$ cat src/rtl/rc4_sched_if.sv
// Bus bundle for the RC4 sequencer: key byte stream, data in/out streams and
// the single read/write port of the external 256x8 S-box RAM.
interface rc4_sched_if;
   logic       key_rvalid;
   logic       key_rready;
   logic [7:0] key_in;
   logic       data_rvalid;
   logic       data_rready;
   logic [7:0] data_in;
   logic       data_wvalid;
   logic       data_wready;
   logic [7:0] data_out;
   logic [7:0] sbox_addr;
   logic       sbox_we;
   logic [7:0] sbox_wdata;
   logic [7:0] sbox_rdata;

   modport master (
      input  key_rvalid, key_in, data_rvalid, data_in, data_wready, sbox_rdata,
      output key_rready, data_rready, data_wvalid, data_out, sbox_addr, sbox_we, sbox_wdata
   );

   modport slave (
      output key_rvalid, key_in, data_rvalid, data_in, data_wready, sbox_rdata,
      input  key_rready, data_rready, data_wvalid, data_out, sbox_addr, sbox_we, sbox_wdata
   );
endinterface

$ cat src/rtl/rc4_sched.sv
// RC4 sequencer: key load, S-box init and KSA on an external synchronous RAM,
// then PRGA one byte per data handshake with the keystream XORed into the data.
module rc4_sched #(
   parameter int KEY_MAX = 16
) (
   input  logic         clk,
   input  logic         rst,
   input  logic         start,
   input  logic [8:0]   key_len,
   output logic         ready,
   output logic         err,
   rc4_sched_if.master  bus
);

   localparam int KW = (KEY_MAX > 1) ? $clog2(KEY_MAX) : 1;

   typedef enum logic [3:0] {
      IDLE, LOAD, INIT, KSA_A, KSA_B, KSA_C, KSA_D, READY,
      P_ACC, P1, P2, P3, P4, P5, P6, P_OUT
   } state_t;

   state_t        state, state_nxt;
   logic [7:0]    i, j, si, sj;
   logic [KW-1:0] kidx;
   logic [8:0]    len;
   logic [7:0]    din, dout;
   logic [7:0]    key_buf [KEY_MAX];

   logic       len_ok, start_ok, key_fire, key_last;
   logic [7:0] j_ksa, j_prga;
   logic [7:0] addr_c, wdata_c;
   logic       we_c;

   assign len_ok   = (key_len != 9'd0) && (key_len <= 9'(KEY_MAX));
   assign start_ok = start && len_ok && (state == IDLE || state == READY);
   assign key_fire = (state == LOAD) && bus.key_rvalid;
   // Same compare serves as "last key byte" in LOAD and "key index wraps" in KSA.
   assign key_last = (9'(kidx) == len - 9'd1);
   assign j_ksa    = j + bus.sbox_rdata + key_buf[kidx];
   assign j_prga   = j + bus.sbox_rdata;

   always_ff @(posedge clk or negedge rst) begin
      if (!rst) state <= IDLE;
      else      state <= state_nxt;
   end

   always_comb begin
      // NOTE: every comb output gets a default first so no path leaves it unassigned (no latch).
      state_nxt = state;
      addr_c    = 8'd0;
      we_c      = 1'b0;
      wdata_c   = 8'd0;
      case (state)
         IDLE:  if (start_ok) state_nxt = LOAD;
         LOAD:  if (key_fire && key_last) state_nxt = INIT;
         INIT: begin
            addr_c  = i;
            we_c    = 1'b1;
            wdata_c = i;
            if (i == 8'hFF) state_nxt = KSA_A;
         end
         KSA_A: begin
            addr_c    = i;
            state_nxt = KSA_B;
         end
         KSA_B: begin
            addr_c    = j_ksa;
            state_nxt = KSA_C;
         end
         KSA_C: begin
            addr_c    = i;
            we_c      = 1'b1;
            wdata_c   = bus.sbox_rdata;
            state_nxt = KSA_D;
         end
         KSA_D: begin
            addr_c    = j;
            we_c      = 1'b1;
            wdata_c   = si;
            state_nxt = (i == 8'hFF) ? READY : KSA_A;
         end
         READY: begin
            if (start_ok)             state_nxt = LOAD;
            else if (bus.data_rvalid) state_nxt = P1;
         end
         P1: begin
            addr_c    = i + 8'd1;
            state_nxt = P2;
         end
         P2: begin
            addr_c    = j_prga;
            state_nxt = P3;
         end
         P3: begin
            addr_c    = i;
            we_c      = 1'b1;
            wdata_c   = bus.sbox_rdata;
            state_nxt = P4;
         end
         P4: begin
            addr_c    = j;
            we_c      = 1'b1;
            wdata_c   = si;
            state_nxt = P5;
         end
         P5: begin
            addr_c    = si + sj;
            state_nxt = P6;
         end
         P6:    state_nxt = P_OUT;
         P_OUT: if (bus.data_wready) state_nxt = READY;
         default: state_nxt = IDLE;
      endcase
   end

   always_ff @(posedge clk or negedge rst) begin
      if (!rst) begin
         i     <= 8'd0;
         j     <= 8'd0;
         si    <= 8'd0;
         sj    <= 8'd0;
         kidx  <= '0;
         len   <= 9'd0;
         din   <= 8'd0;
         dout  <= 8'd0;
         ready <= 1'b0;
         err   <= 1'b0;
      end else begin
         // NOTE: registered state uses non-blocking assignments so every flop samples pre-edge values.
         err <= 1'b0;
         case (state)
            IDLE, READY: begin
               if (start && !len_ok) err <= 1'b1;
               if (start_ok) begin
                  len   <= key_len;
                  ready <= 1'b0;
                  i     <= 8'd0;
                  j     <= 8'd0;
                  kidx  <= '0;
               end else if (state == READY && bus.data_rvalid) begin
                  din <= bus.data_in;
               end
            end
            LOAD:  if (key_fire) kidx <= key_last ? '0 : kidx + KW'(1);
            INIT:  i <= i + 8'd1;
            KSA_B: begin
               si <= bus.sbox_rdata;
               j  <= j_ksa;
            end
            KSA_D: begin
               i    <= i + 8'd1;
               kidx <= key_last ? '0 : kidx + KW'(1);
               if (i == 8'hFF) begin
                  j     <= 8'd0;
                  ready <= 1'b1;
               end
            end
            P1: i <= i + 8'd1;
            P2: begin
               si <= bus.sbox_rdata;
               j  <= j_prga;
            end
            P3: sj   <= bus.sbox_rdata;
            P6: dout <= din ^ bus.sbox_rdata;
            default: ;
         endcase
      end
   end

   // NOTE: key storage has no reset; it is always rewritten by LOAD before KSA reads it.
   always_ff @(posedge clk) begin
      if (key_fire) key_buf[kidx] <= bus.key_in;
   end

   assign bus.key_rready  = (state == LOAD);
   assign bus.data_rready = (state == READY) && !start_ok;
   assign bus.data_wvalid = (state == P_OUT);
   assign bus.data_out    = dout;
   assign bus.sbox_addr   = addr_c;
   assign bus.sbox_we     = we_c;
   assign bus.sbox_wdata  = wdata_c;

endmodule

$ cat src/flat_wrapper.sv
// flat-port wrapper written by rule: the top's interface ports become plain ports
module rc4_sched_flat 
#(
   parameter int KEY_MAX = 16
)
  (clk, rst, start, key_len, ready, err, bus_key_rvalid, bus_key_in, bus_data_rvalid, bus_data_in, bus_data_wready, bus_sbox_rdata, bus_key_rready, bus_data_rready, bus_data_wvalid, bus_data_out, bus_sbox_addr, bus_sbox_we, bus_sbox_wdata);
  rc4_sched_if bus_i ();
  input  logic clk;
  input  logic rst;
  input  logic start;
  input  logic [8:0] key_len;
  output logic ready;
  output logic err;
  input wire logic [$bits(bus_i.key_rvalid)-1:0] bus_key_rvalid;
  input wire logic [$bits(bus_i.key_in)-1:0] bus_key_in;
  input wire logic [$bits(bus_i.data_rvalid)-1:0] bus_data_rvalid;
  input wire logic [$bits(bus_i.data_in)-1:0] bus_data_in;
  input wire logic [$bits(bus_i.data_wready)-1:0] bus_data_wready;
  input wire logic [$bits(bus_i.sbox_rdata)-1:0] bus_sbox_rdata;
  output wire logic [$bits(bus_i.key_rready)-1:0] bus_key_rready;
  output wire logic [$bits(bus_i.data_rready)-1:0] bus_data_rready;
  output wire logic [$bits(bus_i.data_wvalid)-1:0] bus_data_wvalid;
  output wire logic [$bits(bus_i.data_out)-1:0] bus_data_out;
  output wire logic [$bits(bus_i.sbox_addr)-1:0] bus_sbox_addr;
  output wire logic [$bits(bus_i.sbox_we)-1:0] bus_sbox_we;
  output wire logic [$bits(bus_i.sbox_wdata)-1:0] bus_sbox_wdata;
  assign bus_i.key_rvalid = bus_key_rvalid;
  assign bus_i.key_in = bus_key_in;
  assign bus_i.data_rvalid = bus_data_rvalid;
  assign bus_i.data_in = bus_data_in;
  assign bus_i.data_wready = bus_data_wready;
  assign bus_i.sbox_rdata = bus_sbox_rdata;
  assign bus_key_rready = bus_i.key_rready;
  assign bus_data_rready = bus_i.data_rready;
  assign bus_data_wvalid = bus_i.data_wvalid;
  assign bus_data_out = bus_i.data_out;
  assign bus_sbox_addr = bus_i.sbox_addr;
  assign bus_sbox_we = bus_i.sbox_we;
  assign bus_sbox_wdata = bus_i.sbox_wdata;
  rc4_sched #(.KEY_MAX(KEY_MAX)) u_core (.clk(clk), .rst(rst), .start(start), .key_len(key_len), .ready(ready), .err(err), .bus(bus_i));
endmodule
$ cat config.mk
export PLATFORM = sky130hd
export DESIGN_NAME = rc4_sched_flat
export DESIGN_NICKNAME = d
export VERILOG_FILES = /design/src/rtl/rc4_sched_if.sv /design/src/rtl/rc4_sched.sv /design/src/flat_wrapper.sv
export SDC_FILE = /design/constraint.sdc
export NUM_CORES = 1
export LEC_CHECK = 0
export ABC_AREA = 1
export BUFFER_PORTS_ARGS = -buffer_cell sky130_fd_sc_hd__buf_2
export CAP_MARGIN = 10
export CELL_PAD_IN_SITES_DETAIL_PLACEMENT = 2
export CELL_PAD_IN_SITES_GLOBAL_PLACEMENT = 2
export CORE_UTILIZATION = 38
export CTS_CLUSTER_DIAMETER = 150
export DETAILED_ROUTE_END_ITERATION = 10
export PLACE_DENSITY_LB_ADDON = 0.1
export SKIP_LAST_GASP = 1
export SYNTH_ARGS = -nofsm -noshare
export SYNTH_HDL_FRONTEND = slang
export SYNTH_SLANG_ARGS = --single-unit
$ cat constraint.sdc
create_clock -name clk -period 3.26 [get_ports clk]
set_clock_uncertainty 0.05 [all_clocks]
set_input_delay 0.163 -clock clk [delete_from_list [all_inputs] [get_ports clk]]
set_output_delay 0.163 -clock clk [all_outputs]
set_load 0.01 [all_outputs]
==> impl_metrics.sql <==
INSERT INTO impl_metrics (metric_group, metric, value, unit) VALUES
('outcome', 'status', 'finished, violations left', ''),
('outcome', 'failed_checks', 'setup timing', ''),
('global_route', 'grt.total_usage', '30.99', '%'),
('critical_path', 'worst_r2r_path_depth', '6', ''),
('global_route', 'grt_pass1_vias', '9560', ''),
('sta', 'finalWorstSetupSlack', '-462.2', 'ps'),
('sta', 'setup_viol', '6', ''),
('clock_network', 'cts_sink_count', '195', ''),
('logic_synthesis', 'yosys-mux-area-fraction', '0', '%'),
('global_route', 'grt-ovfl-total', '0', ''),
('logic_synthesis', 'yosys.area_share.simple', '20.38', '%'),
('clock_network', 'cts_max_level', '4', ''),
('logic_synthesis', 'synth_top_cells_by_count', 'sky130_fd_sc_hd__nand2_1 (257), sky130_fd_sc_hd__edfxtp_1 (128), sky130_fd_sc_hd__nor2_1 (110)', ''),
('critical_path', 'critPathKind', 'flop to output pin', ''),
('logic_synthesis', 'syn_inst', '1045', ''),
('route', 'drt_pre_antenna_iters', '4', ''),
('logic_synthesis', 'post_synth_main_area_contributors', 'sky130_fd_sc_hd__edfxtp_1 (39%), sky130_fd_sc_hd__dfrtp_1 (17%), sky130_fd_sc_hd__nand2_1 (9.9%)', ''),
('route', 'ant_nets', '0', ''),
('min_path', 'hold_path_end', 'u_core.sj[7]', ''),
('min_path', 'timing.hold.worst_path_depth', '3', ''),
('route', 'dr.first_iter.drc_count', '656', ''),
('sta', 'final.setup.tns', '-1916', 'ps'),
('power_and_ir_drop', 'p_switching', '5289', 'uW'),
('clock_network', 'clock_tree.buffer_depth', '2', ''),
('placement', 'dp_hpwl', '24800', 'um'),
('sta', 'final_min_period_over_clock_period', '114.2', '%'),
('route', 'detail_route.vias_per_cell', '5.683', ''),
('critical_path', 'cp.required', '3050', 'ps'),
('min_path', 'worstHoldStart', 'bus_sbox_rdata[7]', ''),
('floorplan', 'initial_core_util', '38.78', '%'),
('sta', 'fin_crit', '3722', 'ps'),
('power_and_ir_drop', 'design_internal_power', '6285', 'uW'),
('global_route', 'antenna_found_initial', '0', ''),
('floorplan', 'chipWidth', '162.3', 'um'),
('logic_synthesis', 'synth_enable_flop_cells', '128', ''),
('logic_synthesis', 'synth_fp_nets', '1114', ''),
('logic_synthesis', 'synth-async-reset-ratio', '34.36', '%'),
('finish', 'n_antenna_cell', '0', ''),
('clock_network', 'tritoncts', 'built', ''),
('sta', 'grt_setup_unrepaired', 'true', ''),
('clock_network', 'cts_root_buf', 'sky130_fd_sc_hd__clkbuf_16', ''),
('placement', 'numPlacedInstances', '1460', ''),
('power_and_ir_drop', 'combPwrFrac', '50.6', '%'),
('power_and_ir_drop', 'switch_share', '45.70', '%'),
('logic_synthesis', 'avgSynthCellArea', '9.345', 'um^2'),
('route', 'drc_errors', '0', ''),
('logic_synthesis', 'synth_warnings', '0', ''),
('critical_path', 'rr_endpoint', 'u_core.key_buf[5][7]', ''),
('clock_network', 'cts.clk_slew.worst_paths', '90', 'ps'),
('logic_synthesis', 'synth_top_family_by_area', 'simple AND/OR/NAND/NOR gates', ''),
('placement', 'last_weighted_congestion_value_of_the_routability_driven_placer', '0.8754', ''),
('sta', 'fin_worst_hold_slack', '14.05', 'ps'),
('logic_synthesis', 'post_synth_num_cell_types', '49', ''),
('global_route', 'grt_first_pass_wirelength', '59620', 'um'),
('critical_path', 'worst-endpoint-arrival', '3510', 'ps'),
('finish', 'post_route_cells_drive_above_1_share', '23.66', '%'),
('logic_synthesis', 'synth_top_area_share', '39.36', '%'),
('logic_synthesis', 'yosysSeqAreaShare', '56.53', '%'),
('critical_path', 'path_max_fanout', '6', ''),
('power_and_ir_drop', 'sequentialPowerShare', '28.8', '%'),
('floorplan', 'floorplan.io_pins', '69', ''),
('route', 'routed-via-count', '8791', ''),
('sta', 'worst_pin_slew', '1049', 'ps'),
('floorplan', 'die-height', '162.3', 'um'),
('logic_synthesis', 'synth_compound_area_share', '11.85', '%'),
('floorplan', 'die-area', '26340', 'um^2'),
('logic_synthesis', 'yosys_most_used_dff', 'sky130_fd_sc_hd__edfxtp_1', ''),
('logic_synthesis', 'synth-xor-area-share', '1.794', '%'),
('finish', 'areaGrowthSynthToFinish', '28.08', '%'),
('power_and_ir_drop', 'power.clock.fraction', '20.6', '%'),
('critical_path', 'critical_path.reg2reg.startpoint', 'u_core.state[3]', '');
[cell families after synthesis]
family / count (synthesis)
flops: 195
xor+xnor: 20
simple gates: 473
buf+inv: 132
compound gates: 195
fa+ha+maj: 30
[how the worst max path moves through the flow]
stage	startpoint	cells after the start	endpoint	slack, ps
3_3_place_gp	u_core.j[0]	18	bus_sbox_addr[7]	80
3_5_place_dp	u_core.j[0]	18	bus_sbox_addr[7]	-7
4_1_cts	u_core.j[0]	18	bus_sbox_addr[7]	-210
6_report	u_core.kidx[0]	21	bus_sbox_addr[6]	-460
5_1_grt	u_core.kidx[0]	21	bus_sbox_addr[6]	-550
2_1_floorplan	u_core.kidx[0]	22	bus_sbox_addr[6]	320
[stage by stage]
stage / setup WS [ps] / utilization [%] / cell area [um^2] / power, uW
final: -462.2 / 49.67 / 12510 / 11570
after global routing: -550.4 / 49.67 / 12510 / 12110
after CTS: -212.7 / 48.71 / 12270 / 10820
after detailed placement: -6.521 / 42.78 / 10770 / 7646
after global placement: 81.74 / 42.78 / 10770 / 7443
after floorplan: 319.2 / - / 9766 / 6011
[area by class of cell]
type	instances	area (um^2)
tap	330	412.9
clock inverter	15	219.0
clock buffer	17	425.4
multi-input combinational	718	4058
inverter	105	406.6
sequential	195	5523
fill	2624	12670
timing repair buffer	167	1464
[critical path: stages, from the launching register on]
cell	delay, ps
sky130_fd_sc_hd__dfrtp_2	500
sky130_fd_sc_hd__inv_8	140
sky130_fd_sc_hd__buf_16	120
sky130_fd_sc_hd__o21ai_0	70
sky130_fd_sc_hd__o22ai_1	200
sky130_fd_sc_hd__nand2_1	120
sky130_fd_sc_hd__nand4_1	110
sky130_fd_sc_hd__ha_2	210
sky130_fd_sc_hd__inv_2	50
sky130_fd_sc_hd__fa_2	400
sky130_fd_sc_hd__inv_2	90
sky130_fd_sc_hd__nand3_2	100
sky130_fd_sc_hd__nand2_2	130
sky130_fd_sc_hd__nand2_1	90
sky130_fd_sc_hd__nand2_1	100
sky130_fd_sc_hd__a21oi_2	70
sky130_fd_sc_hd__nand2_1	70
sky130_fd_sc_hd__nand2_1	60
sky130_fd_sc_hd__o21ai_2	180
sky130_fd_sc_hd__inv_2	70
sky130_fd_sc_hd__nand2_2	70
sky130_fd_sc_hd__buf_6	100
[sequential cells by signal, summed over array words and instances (netlist names)]
register             cells
u_core.key_buf         128
u_core.len               9
u_core.bus.data_out      8
u_core.din               8
u_core.i                 8
u_core.j                 8
u_core.si                8
u_core.sj                8
u_core.kidx              4
u_core.state             4
u_core.err               1
u_core.ready             1
[power by group through the flow]
stage	Clock (uW)	Sequential, uW	Combinational, uW
after global routing	2470	3370	6270
after floorplan	0	3260	2750
after global placement	0	3330	4110
after detailed placement	0	3340	4300
final	2380	3330	5860
after CTS	2380	3310	5130
[routing by layer]
layer	share of wire (%)	GRT usage (%)	wire length (um)	up-vias
met2	48	51.46	19780	279
met3	6.1	6.946	2506	76
met5	0	0	0	-
met1	43	39.61	17510	4550
met4	3.1	10.89	1283	0
li1	-	-	-	3886
[timing repair]
item / in CTS / in global routing
gates resized for setup: 94 / 44
endpoints found under the hold margin: 86 / 0
hold buffers: 26 / 0
setup buffers: 7 / 14
cloned: 7 / 1
setup endpoints to repair: 7 / 7
pin swaps: 26 / 25
[layout by cell type (no fill, tap or decap), types with 6 or more instances in the layout]
| cell | instances |
|---|---|
| sky130_fd_sc_hd__nor2_1 | 101 |
| sky130_fd_sc_hd__inv_1 | 78 |
| sky130_fd_sc_hd__clkbuf_16 | 18 |
| sky130_fd_sc_hd__a22oi_1 | 9 |
| sky130_fd_sc_hd__nand2_1 | 249 |
| sky130_fd_sc_hd__buf_12 | 8 |
| sky130_fd_sc_hd__inv_12 | 6 |
| sky130_fd_sc_hd__buf_2 | 63 |
| sky130_fd_sc_hd__buf_4 | 53 |
| sky130_fd_sc_hd__o21ai_2 | 10 |
| sky130_fd_sc_hd__dlygate4sd3_1 | 26 |
| sky130_fd_sc_hd__nand3_1 | 59 |
| sky130_fd_sc_hd__ha_4 | 6 |
| sky130_fd_sc_hd__a21oi_1 | 41 |
| sky130_fd_sc_hd__o221ai_1 | 7 |
| sky130_fd_sc_hd__xor2_1 | 10 |
| sky130_fd_sc_hd__dfrtp_1 | 65 |
| sky130_fd_sc_hd__inv_2 | 22 |
| sky130_fd_sc_hd__ha_1 | 20 |
| sky130_fd_sc_hd__xnor2_1 | 9 |
| sky130_fd_sc_hd__nand2_2 | 9 |
| sky130_fd_sc_hd__edfxtp_1 | 128 |
| sky130_fd_sc_hd__o22ai_1 | 22 |
| sky130_fd_sc_hd__nand3_2 | 7 |
| sky130_fd_sc_hd__nand4_1 | 11 |
| sky130_fd_sc_hd__nor2_2 | 19 |
| sky130_fd_sc_hd__o21ai_1 | 23 |
| sky130_fd_sc_hd__o21ai_0 | 47 |
| sky130_fd_sc_hd__buf_6 | 8 |
Note: power is estimated with default switching activity, not from simulation.
